===== config.mk =====
export PLATFORM = sky130hd
export DESIGN_NAME = time_entry_ctrl
export DESIGN_NICKNAME = d
export VERILOG_FILES = /design/src/rtl/time_entry_ctrl.sv
export SDC_FILE = /design/constraint.sdc
export NUM_CORES = 1
export LEC_CHECK = 0
export CORE_MARGIN = 3
export CORE_UTILIZATION = 44
export CTS_CLUSTER_DIAMETER = 40
export DETAILED_ROUTE_END_ITERATION = 16
export PLACE_DENSITY = 0.73
export SYNTH_ARGS = -nofsm -noshare
export SYNTH_HDL_FRONTEND = slang
export SYNTH_SLANG_ARGS = --single-unit

===== constraint.sdc =====
create_clock -name clk -period 1.7 [get_ports clk]
set_clock_uncertainty 0.15 [all_clocks]
set_input_delay 0.425 -clock clk [delete_from_list [all_inputs] [get_ports clk]]
set_output_delay 0.425 -clock clk [all_outputs]
set_load 0.03 [all_outputs]

===== src/rtl/time_entry_ctrl.sv =====
// time_entry_ctrl: keypad HH:MM entry buffer with load strobes for time/alarm registers
// Ports:
//   clk, reset                  system clock, synchronous active-high reset
//   key_valid, key[3:0]         one-cycle keypress strobe and key code
//   one_second                  one-cycle tick per second, drives the idle timeout
//   new_time_{ms,ls}_{hr,min}   4-digit entry buffer, hours tens first
//   load_new_c, load_new_a      one-cycle strobes: load buffer into time / alarm
//   entry_active                high while an entry is in progress
//   digit_count[2:0]            digits entered this entry, saturating at 4
//   entry_error                 one-cycle strobe: command rejected as invalid time
// Optional macro TIME_ENTRY_VALIDATE_EN: reject buffers that are not a valid 24h time.
module time_entry_ctrl #(
    parameter int         TIMEOUT_SEC   = 10,
    parameter logic [3:0] KEY_SET_TIME  = 4'hA,
    parameter logic [3:0] KEY_SET_ALARM = 4'hB,
    parameter logic [3:0] KEY_CLEAR     = 4'hC
) (
    input  logic       clk,
    input  logic       reset,
    input  logic       key_valid,
    input  logic [3:0] key,
    input  logic       one_second,
    output logic [3:0] new_time_ms_hr,
    output logic [3:0] new_time_ls_hr,
    output logic [3:0] new_time_ms_min,
    output logic [3:0] new_time_ls_min,
    output logic       load_new_c,
    output logic       load_new_a,
    output logic       entry_active,
    output logic [2:0] digit_count,
    output logic       entry_error
);
    localparam int TW = $clog2(TIMEOUT_SEC + 1);
    typedef enum logic {IDLE, ENTRY} state_t;
    state_t        state, state_n;
    logic [15:0]   buf_q, buf_n;
    logic [2:0]    cnt_n;
    logic [TW-1:0] tmr, tmr_n;
    logic          ld_c_n, ld_a_n, valid, is_digit, is_set, is_clr;
`ifdef TIME_ENTRY_VALIDATE_EN
    logic          err_q, err_n;
    assign valid = (buf_q[15:12] <= 4'd2)
                && (buf_q[15:12] == 4'd2 ? buf_q[11:8] <= 4'd3 : buf_q[11:8] <= 4'd9)
                && (buf_q[7:4] <= 4'd5) && (buf_q[3:0] <= 4'd9);
    assign entry_error = err_q;
`else
    assign valid = 1'b1;
    assign entry_error = 1'b0;
`endif
    assign {new_time_ms_hr, new_time_ls_hr, new_time_ms_min, new_time_ls_min} = buf_q;
    assign entry_active = (state == ENTRY);
    assign is_digit = key_valid && key <= 4'd9;
    assign is_set = key_valid && (key == KEY_SET_TIME || key == KEY_SET_ALARM);
    assign is_clr = key_valid && key == KEY_CLEAR;
    always_ff @(posedge clk) begin
        if (reset) begin
            state       <= IDLE;
            buf_q       <= '0;
            digit_count <= '0;
            tmr         <= '0;
            load_new_c  <= 1'b0;
            load_new_a  <= 1'b0;
`ifdef TIME_ENTRY_VALIDATE_EN
            err_q       <= 1'b0;
`endif
        end else begin
            state       <= state_n;
            buf_q       <= buf_n;
            digit_count <= cnt_n;
            tmr         <= tmr_n;
            load_new_c  <= ld_c_n;
            load_new_a  <= ld_a_n;
`ifdef TIME_ENTRY_VALIDATE_EN
            err_q       <= err_n;
`endif
        end
    end
    always_comb begin
        state_n = state;
        buf_n   = buf_q;
        cnt_n   = digit_count;
        tmr_n   = tmr;
        ld_c_n  = 1'b0;
        ld_a_n  = 1'b0;
`ifdef TIME_ENTRY_VALIDATE_EN
        err_n   = 1'b0;
`endif
        if (state == IDLE) begin
            if (is_digit) begin
                buf_n   = {12'd0, key};
                cnt_n   = 3'd1;
                tmr_n   = '0;
                state_n = ENTRY;
            end
        end else if (is_digit) begin
            buf_n = {buf_q[11:0], key};
            cnt_n = (digit_count == 3'd4) ? 3'd4 : digit_count + 3'd1;
            tmr_n = '0;
        end else if (is_clr) begin
            buf_n   = '0;
            cnt_n   = '0;
            tmr_n   = '0;
            state_n = IDLE;
        end else if (is_set) begin
            tmr_n = '0;
            if (valid) begin
                ld_c_n  = (key == KEY_SET_TIME);
                ld_a_n  = (key == KEY_SET_ALARM);
                cnt_n   = '0;
                state_n = IDLE;
            end
`ifdef TIME_ENTRY_VALIDATE_EN
            else err_n = 1'b1;
`endif
        end else if (one_second) begin
            // Last idle tick abandons the entry exactly like a clear key.
            if (tmr == TW'(TIMEOUT_SEC - 1)) begin
                buf_n   = '0;
                cnt_n   = '0;
                tmr_n   = '0;
                state_n = IDLE;
            end else begin
                tmr_n = tmr + 1'b1;
            end
        end
    end
endmodule


==> impl_results.html <==
<table>
<tr><th>Metric</th><th>Value</th></tr>
<tr><th colspan="2">Run status</th></tr>
<tr><td>Run status</td><td>complete, but fails checks</td></tr>
<tr><td>Violations in the final reports</td><td>negative setup slack</td></tr>
<tr><th colspan="2">Finish</th></tr>
<tr><td>Commonest non-fill, non-tap cell in the layout</td><td>sky130_fd_sc_hd__buf_4</td></tr>
<tr><td>Non-Filler Instances</td><td>244</td></tr>
<tr><td># nets final</td><td>227</td></tr>
<tr><td>Syn-to-layout area delta</td><td>48.3%</td></tr>
<tr><td>Commonest cells after routing, fill and taps aside</td><td>31 x sky130_fd_sc_hd__buf_4, 23 x sky130_fd_sc_hd__dfxtp_1, 22 x sky130_fd_sc_hd__nand2_1, 14 x sky130_fd_sc_hd__clkbuf_2, 13 x sky130_fd_sc_hd__a21oi_1</td></tr>
<tr><td>Fraction of layout instances using a drive strength above 1</td><td>39.9%</td></tr>
<tr><td>Final design area excluding fillers</td><td>1960 um2</td></tr>
<tr><td>Antenna fix cells</td><td>0</td></tr>
<tr><th colspan="2">Power and ir drop</th></tr>
<tr><td>Lkg Pwr</td><td>0.793 nW</td></tr>
<tr><td>Logic gate share of total power</td><td>24.0%</td></tr>
<tr><td>Power per cell area</td><td>603 nW/um2</td></tr>
<tr><td>Net switching power</td><td>0.347 mW</td></tr>
<tr><td>Power after layout</td><td>1.18 mW</td></tr>
<tr><td>Fraction of power spent switching nets</td><td>29.3%</td></tr>
<tr><td>Part of the total power dissipated in the clock network</td><td>22.3%</td></tr>
<tr><td>VDD IR-drop max</td><td>574 uV</td></tr>
<tr><td>Internal power consumption</td><td>0.837 mW</td></tr>
<tr><td>Part of the power in registers</td><td>53.7%</td></tr>
<tr><th colspan="2">Worst setup path</th></tr>
<tr><td>Startpoint types</td><td>flop</td></tr>
<tr><td>Delay contributed by the slowest stage of the critical path</td><td>350 ps</td></tr>
<tr><td>Crit path cell chain</td><td>inv_2, ha_4, and4b_2, buf_6, a21oi_4, or2_1, o221a_2</td></tr>
<tr><td>Highest fanout seen on the critical path</td><td>5</td></tr>
<tr><td>Crit path kind</td><td>reg2reg</td></tr>
<tr><td>Library cell contributing the largest single delay on the critical path</td><td>sky130_fd_sc_hd__dfxtp_2</td></tr>
<tr><td>Buf/Inv on CP</td><td>2</td></tr>
<tr><td>Data required, critical path</td><td>1780 ps</td></tr>
<tr><td>Endpoint type of the worst setup path</td><td>flop</td></tr>
<tr><td>Data arrival at the endpoint of the critical path</td><td>1830 ps</td></tr>
<tr><td>Cell family with most CP delay</td><td>simple AND/OR/NAND/NOR gates</td></tr>
<tr><th colspan="2">Timing</th></tr>
<tr><td>Final critical-path setup slack</td><td>-49.8 ps</td></tr>
<tr><td>Post-route fraction of the period consumed by the critical path</td><td>103%</td></tr>
<tr><td>Setup-failing EPs final</td><td>9</td></tr>
<tr><td>Maximum clock rate</td><td>0.572 GHz</td></tr>
<tr><td>Final worst path period need</td><td>1750 ps</td></tr>
<tr><td>Unrepaired setup endpoints after global routing</td><td>yes</td></tr>
<tr><td>Number of max-slew violations in the final report</td><td>0</td></tr>
<tr><td>Final Hold Violating Endpoints</td><td>0</td></tr>
<tr><th colspan="2">Clock network</th></tr>
<tr><td>Max Buffers Root-to-Sink</td><td>2</td></tr>
<tr><td>CTS sink cnt</td><td>26</td></tr>
<tr><td>Clock tree from TritonCTS</td><td>built</td></tr>
<tr><td>CTS root buf</td><td>sky130_fd_sc_hd__clkbuf_4</td></tr>
<tr><td>CTS Hold Bufs</td><td>0</td></tr>
<tr><td>Register clock-pin slew on the reported worst setup and hold paths</td><td>140 ps</td></tr>
<tr><td>Number of clock buffers inserted by TritonCTS</td><td>3</td></tr>
<tr><td>Deepest level of the CTS H-tree</td><td>1</td></tr>
<tr><td>Clock insertion delay at the later pin of the skew report</td><td>320 ps</td></tr>
<tr><th colspan="2">Floorplan</th></tr>
<tr><td>Initial core utilization</td><td>47.2%</td></tr>
<tr><td># rows</td><td>19</td></tr>
<tr><td>IO Pins</td><td>31</td></tr>
<tr><td>Core outline area</td><td>2810 um2</td></tr>
<tr><td>Die height</td><td>60.9 um</td></tr>
<tr><td>Die Width</td><td>60.9 um</td></tr>
<tr><td>Die area</td><td>3710 um2</td></tr>
<tr><th colspan="2">Synth</th></tr>
<tr><td>Fraction of the yosys area taken by sequential cells</td><td>39.3%</td></tr>
<tr><td>Top flip-flop cell by instance count after synthesis</td><td>sky130_fd_sc_hd__dfxtp_1</td></tr>
<tr><td>Number of synthesis warnings</td><td>0</td></tr>
<tr><td>Number of synthesized register bits</td><td>26</td></tr>
<tr><td>Post-synth net total</td><td>167</td></tr>
<tr><td>Number of flops mapped to enable cells by yosys</td><td>0</td></tr>
<tr><td>Post-Synthesis Mean Instance Area</td><td>8.55 um2</td></tr>
<tr><td>Ys async rst share</td><td>0%</td></tr>
<tr><td>Distinct cell type count after synthesis</td><td>36</td></tr>
<tr><td>Summed instance area of the synthesized netlist</td><td>1330 um2</td></tr>
<tr><td>Post-synthesis cell count</td><td>155</td></tr>
<tr><th colspan="2">GRT</th></tr>
<tr><td>Remaining global-route overflow</td><td>0</td></tr>
<tr><td>Number of antenna violations at the first check in global routing</td><td>0</td></tr>
<tr><td>Via count of the first global-routing pass</td><td>1307</td></tr>
<tr><td>Largest net degree at the start of global routing</td><td>31</td></tr>
<tr><td>Overall Global Routing Usage</td><td>20.8%</td></tr>
<tr><td>GR peak layer</td><td>met2</td></tr>
<tr><td>Wire length of the first global-routing pass</td><td>5.88 mm</td></tr>
<tr><td>GR Layer Usage met3</td><td>4.26%</td></tr>
<tr><td>Met2 routing resource usage after global routing</td><td>37.1%</td></tr>
<tr><td>Met1 Usage GRT</td><td>25.8%</td></tr>
<tr><th colspan="2">Place</th></tr>
<tr><td>Routability congestion estimate</td><td>0.829</td></tr>
<tr><td>Placed cell count</td><td>234</td></tr>
<tr><td>Area of placed instances</td><td>1830 um2</td></tr>
<tr><td>DP HPWL</td><td>2.57 mm</td></tr>
<tr><td>Port Buffer Count</td><td>29</td></tr>
<tr><th colspan="2">Run</th></tr>
<tr><td># Max-Cap Violations</td><td>0</td></tr>
<tr><th colspan="2">Route</th></tr>
<tr><td>DRC violation count after routing</td><td>0</td></tr>
<tr><td>WL/cell</td><td>15.1 um</td></tr>
<tr><td>Vias post-DR</td><td>1397</td></tr>
<tr><td>Detailed-route vias per instance</td><td>5.73</td></tr>
<tr><td>Routed Antenna Nets</td><td>0</td></tr>
<tr><td>Routed Wire Length</td><td>3.68 mm</td></tr>
<tr><td>Drt first pass iters</td><td>4</td></tr>
<tr><td>Initial detailed-routing violation count</td><td>54</td></tr>
<tr><th colspan="2">Hold path</th></tr>
<tr><td>Min-delay worst type</td><td>reg2reg</td></tr>
</table>
==> power groups by stage <==
stage / Combinational (mW) / Sequential [mW] / Clock [mW]
2_1_floorplan: 0.112 / 0.667 / 0
3_5_place_dp: 0.254 / 0.648 / 0
5_1_grt: 0.307 / 0.638 / 0.304
4_1_cts: 0.269 / 0.635 / 0.273
3_3_place_gp: 0.245 / 0.647 / 0
6_report: 0.285 / 0.636 / 0.264
==> flip-flops by register name, summed over array words and instances (netlist names) <==
register / flops
buf_q: 16
tmr: 4
digit_count: 3
entry_active: 1
load_new_a: 1
load_new_c: 1
==> metrics by stage <==
stage	util, %	hold slack (ps)	setup TNS, ps	setup slack, ps
3_5_place_dp	65.2	337	-10400	-453
6_report	70.0	372	-260	-49.8
3_3_place_gp	65.2	333	-9180	-423
2_1_floorplan	-	310	0	12.9
4_1_cts	68.5	368	-581	-71.4
5_1_grt	70.0	410	-1220	-94.6
==> worst paths after layout <==
check / from / to / slack [ps] / depth (start not counted)
max: tmr[1] / digit_count[2] / -50 / 7
min: tmr[2] / tmr[2] / 370 / 1
max reg2reg: tmr[1] / digit_count[2] / -50 / 7
min reg2reg: tmr[2] / tmr[2] / 370 / 1
==> final cells by class <==
class,instances,area (um2)
fill,233,841
multi-input combinational,109,818
timing repair buffer,67,531
sequential,26,524
tap,31,38.8
inverter,8,30.0
clock buffer,3,22.5
==> logic make-up after synthesis <==
logic type	Yosys count	share of synthesized area, %
AO/OA/AOI/OAI	46	26.9
AND/OR/NAND/NOR	57	21.6
adder cells (fa/ha/maj)	4	3.78
other	1	0.283
flip-flops	26	39.3
buffers and inverters	20	7.37
multiplexers	1	0.755
==> cells in the mapped netlist (2+ instances only) <==
master,count,area (um2)
sky130_fd_sc_hd__dfxtp_1,26,521
sky130_fd_sc_hd__nand2_1,22,82.6
sky130_fd_sc_hd__nand3_1,17,85.1
sky130_fd_sc_hd__a21oi_1,14,70.1
sky130_fd_sc_hd__o221ai_1,12,105
sky130_fd_sc_hd__inv_1,8,30.0
sky130_fd_sc_hd__clkbuf_1,6,22.5
sky130_fd_sc_hd__a211oi_1,4,30.0
sky130_fd_sc_hd__ha_1,4,50.1
sky130_fd_sc_hd__nor2_1,4,15.0
sky130_fd_sc_hd__a31oi_1,3,18.8
sky130_fd_sc_hd__buf_2,3,15.0
sky130_fd_sc_hd__o21ai_0,3,15.0
sky130_fd_sc_hd__and2_1,2,12.5
sky130_fd_sc_hd__buf_6,2,22.5
sky130_fd_sc_hd__nor3b_1,2,15.0
sky130_fd_sc_hd__nor4_1,2,12.5
sky130_fd_sc_hd__o211ai_1,2,15.0
sky130_fd_sc_hd__o21ai_2,2,17.5
==> metal layers <==
metal / routed length (um) / vias to the layer above
met3: 134 / 2
met1: 1590 / 681
met2: 1940 / 27
met4: 19 / 0
li1: - / 687
met5: 0 / -
==> worst reg2reg max path: cells and delay by family, from the launching register on <==
kind / cells / cell delay (ps)
buffers and inverters: 2 / 210
AND/OR/NAND/NOR: 2 / 540
AO/OA/AOI/OAI: 2 / 290
flip-flops: 1 / 350
adder cells (fa/ha/maj): 1 / 130
==> repair_timing <==
action | in CTS | in global routing
pin swaps | 5 | 7
setup buffers | 4 | 1
resized for setup | 46 | 48
setup endpoints to repair | 46 | 35
gates cloned | 1 | 1
Power figures use the tool's default switching activity.
